File: src/rtl/pipe_skid_stage_pkg.sv
// Shared pipeline definitions for the skid-buffered stage.
package pipe_skid_stage_pkg;

  typedef enum logic [1:0] {
    EMPTY = 2'd0,
    ONE   = 2'd1,
    TWO   = 2'd2
  } state_t;

  localparam int unsigned OCC_W = 2;

endpackage

File: src/rtl/pipe_skid_stage_sat_counter.sv
// Saturating up-counter; holds at all-ones instead of wrapping.
module sat_counter #(
  parameter int unsigned WIDTH = 16
) (
  input  logic             clk,
  input  logic             rst_n,
  input  logic             inc,
  output logic [WIDTH-1:0] count
);

  always_ff @(posedge clk or negedge rst_n) begin
    if (!rst_n) begin
      count <= '0;
    end else if (inc && (count != '1)) begin
      count <= count + WIDTH'(1);
    end
  end

endmodule

File: src/rtl/pipe_skid_stage.sv
// Two-entry skid stage: registered in_ready, flush-to-bubble, starvation counter.
module pipe_skid_stage
  import pipe_skid_stage_pkg::*;
#(
  parameter int unsigned      WIDTH       = 32,
  parameter logic [WIDTH-1:0] DEFAULT_VAL = '0,
  parameter int unsigned      CNT_W       = 16
) (
  input  logic             clk,
  input  logic             rst_n,
  input  logic             in_valid,
  output logic             in_ready,
  input  logic [WIDTH-1:0] in_data,
  input  logic             flush,
  output logic             out_valid,
  input  logic             out_ready,
  output logic [WIDTH-1:0] out_data,
  output logic [OCC_W-1:0] occupancy,
  output logic [CNT_W-1:0] starve_cnt
);

  state_t           state, state_nx;
  logic [WIDTH-1:0] main_q, main_nx;
  logic [WIDTH-1:0] skid_q, skid_nx;
  logic             in_fire, out_fire;

  // Handshake outputs depend on state only, so there is no ready/valid loop.
  assign in_ready  = (state != TWO);
  assign out_valid = (state != EMPTY);
  assign out_data  = main_q;
  assign in_fire   = in_valid & in_ready;
  assign out_fire  = out_valid & out_ready;

  always_ff @(posedge clk or negedge rst_n) begin
    if (!rst_n) begin
      state  <= EMPTY;
      main_q <= DEFAULT_VAL;
      skid_q <= DEFAULT_VAL;
    end else begin
      state  <= state_nx;
      main_q <= main_nx;
      skid_q <= skid_nx;
    end
  end

  always_comb begin
    state_nx = state;
    main_nx  = main_q;
    skid_nx  = skid_q;
    if (flush) begin
      state_nx = EMPTY;
      main_nx  = DEFAULT_VAL;
      skid_nx  = DEFAULT_VAL;
    end else begin
      unique case (state)
        EMPTY: begin
          if (in_fire) begin
            main_nx  = in_data;
            state_nx = ONE;
          end
        end
        ONE: begin
          if (in_fire && out_fire) begin
            main_nx = in_data;
          end else if (in_fire) begin
            skid_nx  = in_data;
            state_nx = TWO;
          end else if (out_fire) begin
            main_nx  = DEFAULT_VAL;
            state_nx = EMPTY;
          end
        end
        TWO: begin
          if (out_fire) begin
            main_nx  = skid_q;
            skid_nx  = DEFAULT_VAL;
            state_nx = ONE;
          end
        end
        default: begin
          state_nx = EMPTY;
          main_nx  = DEFAULT_VAL;
          skid_nx  = DEFAULT_VAL;
        end
      endcase
    end
  end

  always_comb begin
    occupancy = '0;
    unique case (state)
      EMPTY:   occupancy = OCC_W'(0);
      ONE:     occupancy = OCC_W'(1);
      TWO:     occupancy = OCC_W'(2);
      default: occupancy = '0;
    endcase
  end

  sat_counter #(
    .WIDTH (CNT_W)
  ) u_starve (
    .clk   (clk),
    .rst_n (rst_n),
    .inc   (out_ready & ~out_valid),
    .count (starve_cnt)
  );

endmodule

File: config.mk
export PLATFORM = sky130hd
export DESIGN_NAME = pipe_skid_stage
export DESIGN_NICKNAME = d
export VERILOG_FILES = /design/src/rtl/pipe_skid_stage_pkg.sv /design/src/rtl/pipe_skid_stage_sat_counter.sv /design/src/rtl/pipe_skid_stage.sv
export SDC_FILE = /design/constraint.sdc
export NUM_CORES = 1
export LEC_CHECK = 0
export BUFFER_PORTS_ARGS = -buffer_cell sky130_fd_sc_hd__clkbuf_2
export CAP_MARGIN = 20
export CORE_UTILIZATION = 30
export CTS_BUF_LIST = sky130_fd_sc_hd__clkbuf_8 sky130_fd_sc_hd__clkbuf_16
export DETAILED_ROUTE_END_ITERATION = 8
export GPL_TIMING_DRIVEN = 0
export PLACE_DENSITY = 0.62
export SETUP_SLACK_MARGIN = 0.1
export SYNTH_ARGS = -nofsm -noshare
export SYNTH_HDL_FRONTEND = slang
export SYNTH_SLANG_ARGS = --single-unit
File: constraint.sdc
create_clock -name clk -period 5.6 [get_ports clk]
set_input_delay 0.84 -clock clk [delete_from_list [all_inputs] [get_ports clk]]
set_output_delay 0.84 -clock clk [all_outputs]
set_load 0.02 [all_outputs]
==> impl_results.rst, run 1 <==
.. list-table::
   :header-rows: 1

   * - Metric
     - Value
   * - Result of the run
     - complete, no violations
   * - Boundary Pins
     - 89
   * - Flip-flop and latch count after synthesis
     - a little over 80
   * - Worst Setup Start Kind
     - register
   * - First-pass GRT wire length
     - around 15000 microns
   * - Number of cells on the worst reg-to-reg path
     - 5
   * - Crit path kind
     - register to output port
   * - Clock insertion delay at the later pin of the skew report
     - approximately 330 ps
   * - Area of the mapped netlist
     - roughly 3800 sq um
   * - Cell type with the highest occurrence count on the critical path
     - clkbuf_1
   * - Total wire length
     - about 9500 microns
   * - Tmin final
     - 2880 ps
   * - Total setup violations reported at the end of the flow
     - 0
   * - Arrival @ worst endpoint
     - 2040 ps
   * - Number of buffer cells added on primary ports
     - between 80 and 90
   * - Measured slew at the worst slew-check pin
     - roughly 650 ps
   * - Average cell area after synthesis
     - between 10 and 15 sq um
   * - Total leakage power
     - about 2.2 nW
   * - Die outline area
     - approximately 13000 sq um
   * - Met3 wire len
     - 391 microns
   * - Post-DP HPWL
     - about 6700 microns
   * - Worst path buffer plus inverter count
     - 4
   * - Max cap viols
     - 0
   * - End of the worst register-to-register path
     - u_starve.count[1]
   * - Data required time at the worst endpoint
     - roughly 4800 ps
   * - H-tree levels
     - 3
   * - Synth top area share
     - a little over half
   * - Antenna Cells
     - 0
   * - Met2 wire length
     - between 4000 and 5000 microns
   * - Share of final-layout standard cells stronger than drive strength 1
     - between 20% and 30%
   * - Synth top cells by count
     - 82 x dfrtp_1, 38 x nand2_1, 34 x inv_1, 34 x mux2i_1, 33 x o2bb2ai_1
   * - Fmax achieved
     - approximately 0.35 GHz
   * - Cell types occupying the most area after synthesis
     - dfrtp_1 54%, mux2i_1 9.0%, o2bb2ai_1 7.7%
   * - Final critical-path share of the clock period
     - slightly above 50%
   * - Slew Limit Fails
     - 0
   * - RSZ-0062 raised after global routing
     - false
   * - Cell with the largest stage delay on the worst path
     - clkbuf_1
   * - Net Count, Synth
     - 379
   * - Number of flops mapped to enable cells by yosys
     - 0
   * - Final instance area
     - around 4700 sq um
   * - Top FF cell, synth
     - dfrtp_1
   * - Number of stages on the worst setup path
     - 5
   * - Final weighted congestion in routability-driven placement
     - around 0.74
   * - Start point of the critical path
     - state[1]
   * - Setup tns final
     - 0 ps
   * - Final ANT Viol Nets
     - 0
   * - Initial antenna violation count
     - 0
   * - Number of resized instances in the post-cts repair step
     - 0
   * - Root Buffer Master
     - clkbuf_16
   * - Placed standard-cell area
     - around 4400 sq um
   * - Via count
     - between 2k and 3k
   * - Total Nets Final
     - between 400 and 500
   * - Via count of the first global-routing pass
     - about 3.0k
   * - First-pass detailed-route iteration total
     - 4
   * - Distinct cell type count after synthesis
     - 36
   * - Max_slew headroom
     - a little under three fifths
   * - Clk sink count
     - a little over 80
   * - Sort of element at the end of the critical path
     - output port
   * - Launching point of the worst reg2reg path
     - u_starve.count[0]
   * - Hold Violations, Final
     - 0
   * - Largest buffer count on any clock path
     - 2
   * - Detailed-route wire length per cell
     - between 15 and 20 microns
   * - Most frequently used cell type in the post-synthesis netlist
     - dfrtp_1
   * - Final Skew
     - ~3.3 ps
   * - Sequential-to-total area share from yosys stat
     - 54.5%
   * - Worst path top cell family by delay
     - buffers and inverters
   * - Cell breakdown of the critical path
     - buf_2 > nor2b_1 > clkbuf_1 > clkbuf_1 > clkbuf_2
   * - Setup bufs post-CTS
     - 0
   * - Register clock-pin slew on the reported worst setup and hold paths
     - roughly 60 ps
   * - Highest signal layer in the routed design
     - met4
   * - Global-route usage over all layers
     - between 10% and 20%
   * - Hold buffer count at CTS
     - 0
   * - Vias per std cell
     - 4.80
   * - Horiz. Die Dim
     - 114 microns
   * - Pin count of the biggest net entering global routing
     - between 40 and 50
   * - Class of the tightest hold or removal check
     - register to register
   * - Largest incremental delay on the critical path
     - ~470 ps
   * - Effective utilization at floorplan
     - 31.1%
   * - Die Height
     - around 110 microns
   * - Largest area contributor in the synthesized netlist
     - dfrtp_1
   * - Number of CTS-inserted buffers
     - 9
   * - Number of warning messages in the yosys log
     - 0
   * - Highest net fanout along the worst path
     - 10
   * - Iteration-0 DRC Markers
     - about 180
   * - Power density of the placed cells
     - ~340 nW/um^2
   * - Signed area change from the synthesized netlist to the final layout
     - 25.3%
   * - Peak supply drop
     - 117 uV
   * - Proportion of synthesized flip-flops having asynchronous set or reset
     - 100%
   * - Number of standard cells after synthesis
     - 341
   * - Worst reg-to-reg setup slack
     - 3500 ps
   * - Floorplan Core Area
     - between 10000 and 15000 sq um
   * - Detailed-route wire length on metal 1
     - approximately 4400 microns
   * - TritonCTS clock tree
     - built
   * - DRC violation count after routing
     - 0
   * - Final global-route overflow total
     - 0
   * - Endpoint of the most critical setup path
     - occupancy[1]
   * - Standard-cell row count
     - 40
## cell families after synthesis
logic type	Yosys count	synth area share (%)
compound gates	74	15.8
buf+inv	58	6.31
simple gates	76	10.3
mux	35	9.33
xor+xnor	15	3.49
fa+ha+maj	1	0.332
flops	82	54.5
## per-layer routing
metal	vias up	GRT usage [%]
met4	0	6.58
met1	1448	20.3
li1	1407	-
met3	12	2.86
met5	-	0
met2	70	25.4
## cell type report
class / count / area, sq um
well taps: 168 / 210
repair buffers: 88 / 458
inverters: 34 / 128
clock buffers: 10 / 239
clock inverters: 5 / 47.5
multi-input cells: 201 / 1480
plain buffers: 24 / 110
fillers: 1249 / 7390
flip-flops and latches: 82 / 2050
## layout by cell type, fill, tap and decap left out, types with 6 or more instances in the layout
master / synthesis / final
o2bb2ai_1: 33 / 33
nor2_1: 9 / 9
xor2_1: 9 / 9
clkbuf_16: 0 / 9
xnor2_1: 6 / 6
clkbuf_2: 0 / 86
mux2i_1: 34 / 34
dfrtp_1: 82 / 82
inv_1: 34 / 36
clkbuf_1: 14 / 14
nand2_1: 38 / 38
a22oi_1: 32 / 32
## report_power, final
part / internal, mW / switching [mW] / leakage (nW)
clock network: 0.350 / 0.226 / 0.151
registers: 0.658 / 0.0677 / 1.09
logic: 0.118 / 0.205 / 0.989
total: 1.13 / 0.499 / 2.23
## worst register-to-register path, stage by stage, from the launching register on
cell and delay, ps:
dfrtp_1 430, ha_1 190, nand3_1 260, nor4_2 670, nor2_1 150, mux2_2 300
## state kept, by name, summed over array words and instances, names as in the netlist
signal,count
u_starve.count,16
out_data,32
skid_q,32
state,2
## metrics by stage
step	hold WS (ps)	power [mW]	setup WS, ps	cells	util (%)
finish	488	1.63	2720	612	39.0
global route	507	1.72	2580	612	39.0
CTS	492	1.65	2710	612	39.0
detailed placement	472	1.07	3080	597	36.6
global placement	474	1.05	2760	596	36.4
floorplan	498	0.930	3310	341	-
## worst min path at each step
| stage | cells past startpoint | from | endpoint | slack, ps |
|---|---|---|---|---|
| floorplan | 2 | skid_q[0] | skid_q[0] | 500 |
| global placement | 1 | out_data[30] | out_data[30] | 470 |
| detailed placement | 1 | out_data[30] | out_data[30] | 470 |
| CTS | 1 | out_data[23] | out_data[23] | 490 |
| global route | 1 | out_data[27] | out_data[27] | 510 |
| finish | 1 | out_data[10] | out_data[10] | 490 |
Note: power is estimated with default switching activity, not from simulation.
==> run 2, diff against run 1 <==
--- a/config.mk
+++ b/config.mk
@@ -5,13 +5,14 @@
 export SDC_FILE = /design/constraint.sdc
 export NUM_CORES = 1
 export LEC_CHECK = 0
+export ABC_AREA = 1
 export BUFFER_PORTS_ARGS = -buffer_cell sky130_fd_sc_hd__clkbuf_2
 export CAP_MARGIN = 20
 export CORE_UTILIZATION = 30
 export CTS_BUF_LIST = sky130_fd_sc_hd__clkbuf_8 sky130_fd_sc_hd__clkbuf_16
 export DETAILED_ROUTE_END_ITERATION = 8
 export GPL_TIMING_DRIVEN = 0
-export PLACE_DENSITY = 0.62
+export PLACE_DENSITY = 0.61
 export SETUP_SLACK_MARGIN = 0.1
 export SYNTH_ARGS = -nofsm -noshare
 export SYNTH_HDL_FRONTEND = slang
==> constraint.sdc (replaced) <==
create_clock -name clk -period 2.95 [get_ports clk]
set_input_delay 0.4425 -clock clk [delete_from_list [all_inputs] [get_ports clk]]
set_output_delay 0.4425 -clock clk [all_outputs]
set_load 0.02 [all_outputs]
==> run 2 against run 1 <==
- critical path depth stayed put
- clock power up 73%
- total power grew 95%
- routed wire length up 31%
- sequential share of layout area down 4.7 points
- worst hold slack lost 380 ps
- non-clock buffer count rose by 12
- critical endpoint is now occupancy[0]
- largest cell class unchanged
==> impl_results.rst, run 2 <==
.. list-table::
   :header-rows: 1

   * - Metric
     - Value
   * - Final critical-path share of the clock period
     - between 70% and 80%
   * - Total wire length
     - 12400 microns (+31%)
   * - Setup tns final
     - 0 ps (unchanged)
   * - Hold Violations, Final
     - 0 (unchanged)
   * - Count of placed standard cells including taps
     - 854 (+43%)
   * - Peak supply drop
     - 299 uV (+160%)
   * - Measured slew at the worst slew-check pin
     - 547 ps (-101 ps)
   * - Result of the run
     - complete, no violations
   * - Power density of the placed cells
     - 599 nW/um^2 (+74%)
   * - Synth top cells by count
     - 247 x nand2_1, 107 x nand3_1, 82 x dfrtp_1
   * - Worst Setup Start Kind
     - register
   * - Root Buffer Master
     - clkbuf_16
   * - Hold buffer count at CTS
     - 0 (unchanged)
   * - Setup bufs post-CTS
     - 0 (unchanged)
   * - First-pass detailed-route iteration total
     - 5 (+1)
   * - Final Power
     - 3.17 mW (+95%)
   * - Switching power of the nets
     - 1.09 mW (+120%)
   * - Slew Limit Fails
     - 0 (unchanged)
   * - Flip-flop and latch count after synthesis
     - 82 (unchanged)
   * - Sequential-to-total area share from yosys stat
     - 47.2% (-7.3 points)
   * - Detailed-route wire length per cell
     - 14.3 microns (-7.7%)
   * - Total setup violations reported at the end of the flow
     - 0 (unchanged)
   * - Highest-count cells in the layout ignoring fill and taps
     - 247 x nand2_1, 107 x nand3_1, 87 x clkbuf_2
   * - Boundary Pins
     - 89 (unchanged)
   * - Net Count, Synth
     - 623 (+64%)
   * - Initial antenna violation count
     - 0 (unchanged)
   * - Fmax achieved
     - approximately 0.43 GHz
   * - DRC violation count after routing
     - 0 (unchanged)
   * - Total leakage power
     - 2.70 nW (+21%)
   * - Most frequently used cell type in the post-synthesis netlist
     - nand2_1
   * - Average cell area after synthesis
     - 7.43 sq um (-33%)
   * - Horiz. Die Dim
     - 122 microns (+7.3%)
   * - Number of buffer cells added on primary ports
     - 88 (+1.1%)
   * - Proportion of synthesized flip-flops having asynchronous set or reset
     - 100% (unchanged)
   * - Max cap viols
     - 0 (unchanged)
   * - Final global-route overflow total
     - 0 (unchanged)
   * - Number of warning messages in the yosys log
     - 0 (unchanged)
   * - Data required time at the worst endpoint
     - 2510 ps (-2250 ps)
   * - Die outline area
     - 15000 sq um (+15%)
   * - Number of standard cells after synthesis
     - 585 (+72%)
   * - Arrival @ worst endpoint
     - 1870 ps (-170 ps)
   * - Final weighted congestion in routability-driven placement
     - 0.837 (+13%)
   * - Most common library cell in the layout ignoring fill and taps
     - nand2_1
   * - H-tree levels
     - 3 (unchanged)
   * - Total Nets Final
     - 723 (+51%)
   * - Area of the mapped netlist
     - 4350 sq um (+15%)
   * - Die Height
     - 122 microns (+7.3%)
   * - Global-route usage over all layers
     - 17.6% (+2.1 points)
   * - Effective utilization at floorplan
     - 31.1% (about the same)
   * - Switching share of power
     - 34.3% (+3.6 points)
   * - Number of CTS-inserted buffers
     - 9 (unchanged)
   * - Number of flops mapped to enable cells by yosys
     - 0 (unchanged)
   * - Post-DP HPWL
     - 9330 microns (+40%)
   * - Via count of the first global-routing pass
     - 3897 (+29%)
   * - Pin count of the biggest net entering global routing
     - 47 (+9.3%)
   * - Vias per std cell
     - 4.71 (-1.9%)
   * - Sort of element at the end of the critical path
     - output port
   * - Top FF cell, synth
     - dfrtp_1
   * - Max_slew headroom
     - 63.6% (+7.1 points)
   * - Number of resized instances in the post-cts repair step
     - 0 (unchanged)
   * - Cell types occupying the most area after synthesis
     - dfrtp_1 47%, nand2_1 21%, nand3_1 12%
   * - Synth top area share
     - 47.2% (-7.3 points)
   * - Largest buffer count on any clock path
     - 2 (unchanged)
   * - RSZ-0062 raised after global routing
     - false
   * - Power share of the combinational group
     - 26.1% (+6.2 points)
   * - Signed area change from the synthesized netlist to the final layout
     - 21.8%
   * - Antenna Cells
     - 0 (unchanged)
   * - Share of final-layout standard cells stronger than drive strength 1
     - 20.1% (-5.6 points)
   * - Standard-cell row count
     - 43 (+7.5%)
   * - Clk sink count
     - 82 (unchanged)
   * - TritonCTS clock tree
     - built
   * - Clock insertion delay at the later pin of the skew report
     - 340 ps (about the same)
   * - Highest net fanout along the worst path
     - 10 (unchanged)
   * - Internal power component
     - 2.08 mW (+85%)
   * - Register clock-pin slew on the reported worst setup and hold paths
     - 60 ps (about the same)
   * - Tmin final
     - 2320 ps
   * - Iteration-0 DRC Markers
     - 349 (+90%)
   * - First-pass GRT wire length
     - 20100 microns (+30%)
   * - Non-Filler Instances
     - 868 (+42%)
   * - Crit path kind
     - register to output port
   * - Final ANT Viol Nets
     - 0 (unchanged)
   * - Final Skew
     - 5.91 ps (+2.65 ps)
   * - Power share of the sequential group
     - 42.3% (-2.4 points)
   * - Fraction of power consumed by the clock network
     - 31.6% (-3.9 points)
   * - Largest area contributor in the synthesized netlist
     - dfrtp_1
   * - Minimum hold slack
     - 103 ps (-385 ps)
   * - Distinct cell type count after synthesis
     - 26 (-28%)
   * - Class of the tightest hold or removal check
     - input pin to asynchronous set/reset pin
   * - Via count
     - 4086 (+39%)
   * - Floorplan Core Area
     - 14000 sq um (+15%)
[run 2: changes by cell type after synthesis, moves of 7 or more]
cell / delta
nand2_1: +209
nand3_1: +104
mux2i_1: -34
o2bb2ai_1: -33
a22oi_1: -32
o21ai_1: +32
inv_1: -21
o21ai_0: +18
nor2_1: +10
xor2_1: -8
buf_4: +7
[run 2: power groups by stage]
stage / Combinational (mW) / Sequential [mW] / Clock [mW]
2_1_floorplan: 0.424 / 1.45 / 0
5_1_grt: 0.922 / 1.36 / 1.06
4_1_cts: 0.836 / 1.34 / 1.02
6_report: 0.828 / 1.34 / 1.00
3_5_place_dp: 0.834 / 1.36 / 0
3_3_place_gp: 0.823 / 1.36 / 0
[run 2: kinds of logic after synthesis]
| group | synth area share [%] |
|---|---|
| AO/OA/AOI/OAI | 6.42 |
| XOR/XNOR | 1.41 |
| adder cells (fa/ha/maj) | 0.288 |
| buffers and inverters | 6.50 |
| flip-flops | 47.2 |
| AND/OR/NAND/NOR | 38.2 |
[run 2: worst paths after layout]
path | start | to | slack [ps] | cells past startpoint
max | state[1] | occupancy[0] | 630 | 5
min reg2reg | out_data[0] | out_data[0] | 480 | 2
max in group asynchronous | rst_n | skid_q[25] | 2220 | 2
min | rst_n | u_starve.count[11] | 100 | 1
min in group clk | in_data[6] | skid_q[6] | 370 | 3
max reg2reg | u_starve.count[0] | u_starve.count[11] | 1080 | 9
[run 2: cell type report]
class	instances	area (sq um)
Inverter	20	75.1
Buffer	35	208
Sequential cell	82	2050
Clock buffer	10	239
Fill cell	1492	8690
Tap cell	180	225
Timing Repair Buffer	89	470
Clock inverter	4	15.0
Multi-Input combinational cell	448	2010
[run 2: per-layer routing]
metal | share of wire, % | wire (microns) | track usage (%) | vias up
met4 | 2.0 | 242 | 7.01 | 0
met2 | 44 | 5510 | 26.5 | 109
met5 | 0 | 0 | 0 | -
li1 | - | - | - | 2098
met1 | 49 | 6070 | 25.1 | 1864
met3 | 4.7 | 582 | 2.79 | 15
[run 2: worst max-delay path, cell delays in order (launching register included)]
cell and delay (ps):
dfrtp_1 430, inv_2 180, nand2_1 140, inv_2 130, clkbuf_1 390, clkbuf_2 250
[run 2: through the flow]
step | util (%) | setup WS (ps) | instance area (sq um)
final | 37.9 | 634 | 5300
after CTS | 37.9 | 635 | 5300
after floorplan | - | 1220 | 4350
after detailed placement | 36.1 | 1010 | 5040
after global placement | 35.8 | 514 | 5010
after global routing | 37.9 | 528 | 5300
==> run 3, diff against run 2 <==
==> constraint.sdc (replaced) <==
create_clock -name clk -period 2.3 [get_ports clk]
set_input_delay 0.345 -clock clk [delete_from_list [all_inputs] [get_ports clk]]
set_output_delay 0.345 -clock clk [all_outputs]
set_load 0.02 [all_outputs]
==> run 3 against run 2 <==
- clock skew decreased by 2.1 ps
- utilization about the same
- clock-buffer cell count unchanged
- critical path depth decreased by 1
==> impl_results.rst, run 3 (synthesized netlist as in run 2, its figures left out) <==
.. list-table::
   :header-rows: 1

   * - Metric
     - Value
   * - Peak supply drop
     - 383 uV (+28%)
   * - Total Nets Final
     - 722 (-0.14%)
   * - Largest buffer count on any clock path
     - 2 (unchanged)
   * - Final global-route overflow total
     - 0 (unchanged)
   * - Boundary Pins
     - 89 (unchanged)
   * - Power share of the sequential group
     - 42.4% (about the same)
   * - H-tree levels
     - 3 (unchanged)
   * - Tmin final
     - approximately 2000 ps
   * - Placed standard-cell area
     - 5040 sq um (unchanged)
   * - Crit path kind
     - register to output port
   * - Filler cell count
     - 1492 (unchanged)
   * - Final Power
     - 4.06 mW (+28%)
   * - Highest-count cells in the layout ignoring fill and taps
     - 247 x nand2_1, 107 x nand3_1, 87 x clkbuf_2
   * - Most common library cell in the layout ignoring fill and taps
     - nand2_1
   * - Number of resized instances in the post-cts repair step
     - 0 (unchanged)
   * - Switching power of the nets
     - 1.39 mW (+28%)
   * - Vias per std cell
     - 4.73 (+0.51%)
   * - Fraction of power consumed by the clock network
     - 31.5% (about the same)
   * - Internal power component
     - 2.67 mW (+28%)
   * - Grt met1 use
     - 25.1% (unchanged)
   * - Global-route met2 utilization
     - 26.5% (-0.035 points)
   * - Floorplan Core Area
     - 14000 sq um (unchanged)
   * - Total setup violations reported at the end of the flow
     - 0 (unchanged)
   * - Number of CTS-inserted buffers
     - 9 (unchanged)
   * - Sort of element at the end of the critical path
     - output port
   * - Hold buffer count at CTS
     - 0 (unchanged)
   * - First-pass GRT wire length
     - 20100 microns (about the same)
   * - Slew Limit Fails
     - 0 (unchanged)
   * - Die Height
     - 122 microns (unchanged)
   * - Initial antenna violation count
     - 0 (unchanged)
   * - Effective utilization at floorplan
     - 31.1% (unchanged)
   * - RSZ-0062 raised after global routing
     - false
   * - Standard-cell row count
     - 43 (unchanged)
   * - Peak-usage layer in the global routing report
     - met2
   * - Post-DP HPWL
     - 9330 microns (unchanged)
   * - Fmax achieved
     - between 0.5 and 0.6 GHz
   * - Detailed-route wire length per cell
     - 14.3 microns (-0.13%)
   * - Power share of the combinational group
     - 26.1% (about the same)
   * - Final ANT Viol Nets
     - 0 (unchanged)
   * - Antenna Cells
     - 0 (unchanged)
   * - Class of the tightest hold or removal check
     - input pin to asynchronous set/reset pin
   * - Arrival @ worst endpoint
     - 1620 ps (-250 ps)
   * - Clk sink count
     - 82 (unchanged)
   * - Pin count of the biggest net entering global routing
     - 47 (unchanged)
   * - First-pass detailed-route iteration total
     - 5 (unchanged)
   * - Total leakage power
     - 2.70 nW (about the same)
   * - TritonCTS clock tree
     - built
   * - Non-Filler Instances
     - 867 (-0.12%)
   * - Setup tns final
     - 0 ps (unchanged)
   * - Final critical-path share of the clock period
     - between 80% and 90%
   * - Final weighted congestion in routability-driven placement
     - 0.837 (unchanged)
   * - Die outline area
     - 15000 sq um (unchanged)
   * - Final Skew
     - 3.84 ps (-2.07 ps)
   * - Final instance area
     - 5290 sq um (about the same)
   * - Clock insertion delay at the later pin of the skew report
     - 340 ps (about the same)
   * - Signed area change from the synthesized netlist to the final layout
     - 21.8% (about the same)
   * - Switching share of power
     - 34.2% (-0.098 points)
   * - Hold Violations, Final
     - 0 (unchanged)
   * - Global-route usage over all layers
     - 17.6% (about the same)
   * - Max cap viols
     - 0 (unchanged)
   * - Data required time at the worst endpoint
     - 1960 ps (-550 ps)
   * - Measured slew at the worst slew-check pin
     - 545 ps (-1.69 ps)
   * - Total wire length
     - 12400 microns (-0.25%)
   * - Root Buffer Master
     - clkbuf_16
   * - Iteration-0 DRC Markers
     - 341 (-2.3%)
   * - Count of placed standard cells including taps
     - 854 (unchanged)
   * - Max_slew headroom
     - 63.7% (+0.11 points)
   * - Result of the run
     - complete, no violations
   * - Highest net fanout along the worst path
     - 10 (unchanged)
   * - DRC violation count after routing
     - 0 (unchanged)
   * - Share of final-layout standard cells stronger than drive strength 1
     - 20.1% (+0.029 points)
   * - Setup bufs post-CTS
     - 0 (unchanged)
   * - Via count of the first global-routing pass
     - 3887 (-0.26%)
   * - Via count
     - 4102 (+0.39%)
   * - Routing usage on met3
     - 2.79% (unchanged)
   * - Number of buffer cells added on primary ports
     - 88 (unchanged)
   * - Power density of the placed cells
     - 767 nW/um^2 (+28%)
   * - Register clock-pin slew on the reported worst setup and hold paths
     - 60 ps (about the same)
   * - Horiz. Die Dim
     - 122 microns (unchanged)
   * - Worst Setup Start Kind
     - register
[run 3: cell types whose count changed in the layout (fill, tap and decap cells not counted), sizes merged]
cell,before,now
clkbuf,108,107
[run 3: worst paths after layout]
check                                  start                 end  slack, ps  depth (start not counted)
max                                 state[1]        occupancy[1]        340                          4
min in group clk                  in_data[6]           skid_q[6]        270                          3
max in group asynchronous              rst_n          skid_q[25]       1670                          2
min                                    rst_n  u_starve.count[11]          6                          1
min reg2reg                      out_data[8]         out_data[8]        480                          2
max reg2reg                u_starve.count[0]  u_starve.count[10]        430                          9
[run 3: cell type report]
type	instances	area [sq um]	share of cell area, %
Tap cell	180	225	4.25
Sequential cell	82	2050	38.8
Timing Repair Buffer	89	470	8.89
Clock inverter	4	15.0	0.284
Clock buffer	10	239	4.51
Multi-Input combinational cell	448	2010	38.0
Inverter	20	75.1	1.42
Buffer	34	204	3.85
[run 3: worst max-delay path: stages (launching register included)]
cell and delay [ps]:
dfrtp_1 420, inv_2 130, nor2_4 250, buf_2 270
clkbuf_2 200
[run 3: power groups by stage]
stage          logic [mW]  registers (mW)  clock network [mW]
2_1_floorplan       0.543            1.86                   0
3_3_place_gp         1.06            1.75                   0
3_5_place_dp         1.07            1.75                   0
4_1_cts              1.07            1.72                1.31
5_1_grt              1.18            1.74                1.36
6_report             1.06            1.72                1.28
[run 3: through the flow]
step	setup WS, ps	util [%]	hold WS [ps]
after floorplan	571	-	49.4
after global placement	-38.5	35.8	463
after detailed placement	418	36.1	383
after CTS	340	37.8	17.3
after global routing	226	37.8	49.7
final	340	37.8	6.37
[run 3: per-layer routing]
| layer | part of all wire (%) | wire, microns | up-vias |
|---|---|---|---|
| li1 | - | - | 2096 |
| met1 | 49 | 6030 | 1876 |
| met2 | 45 | 5510 | 114 |
| met3 | 4.8 | 600 | 16 |
| met4 | 1.9 | 236 | 0 |
| met5 | 0 | 0 | - |
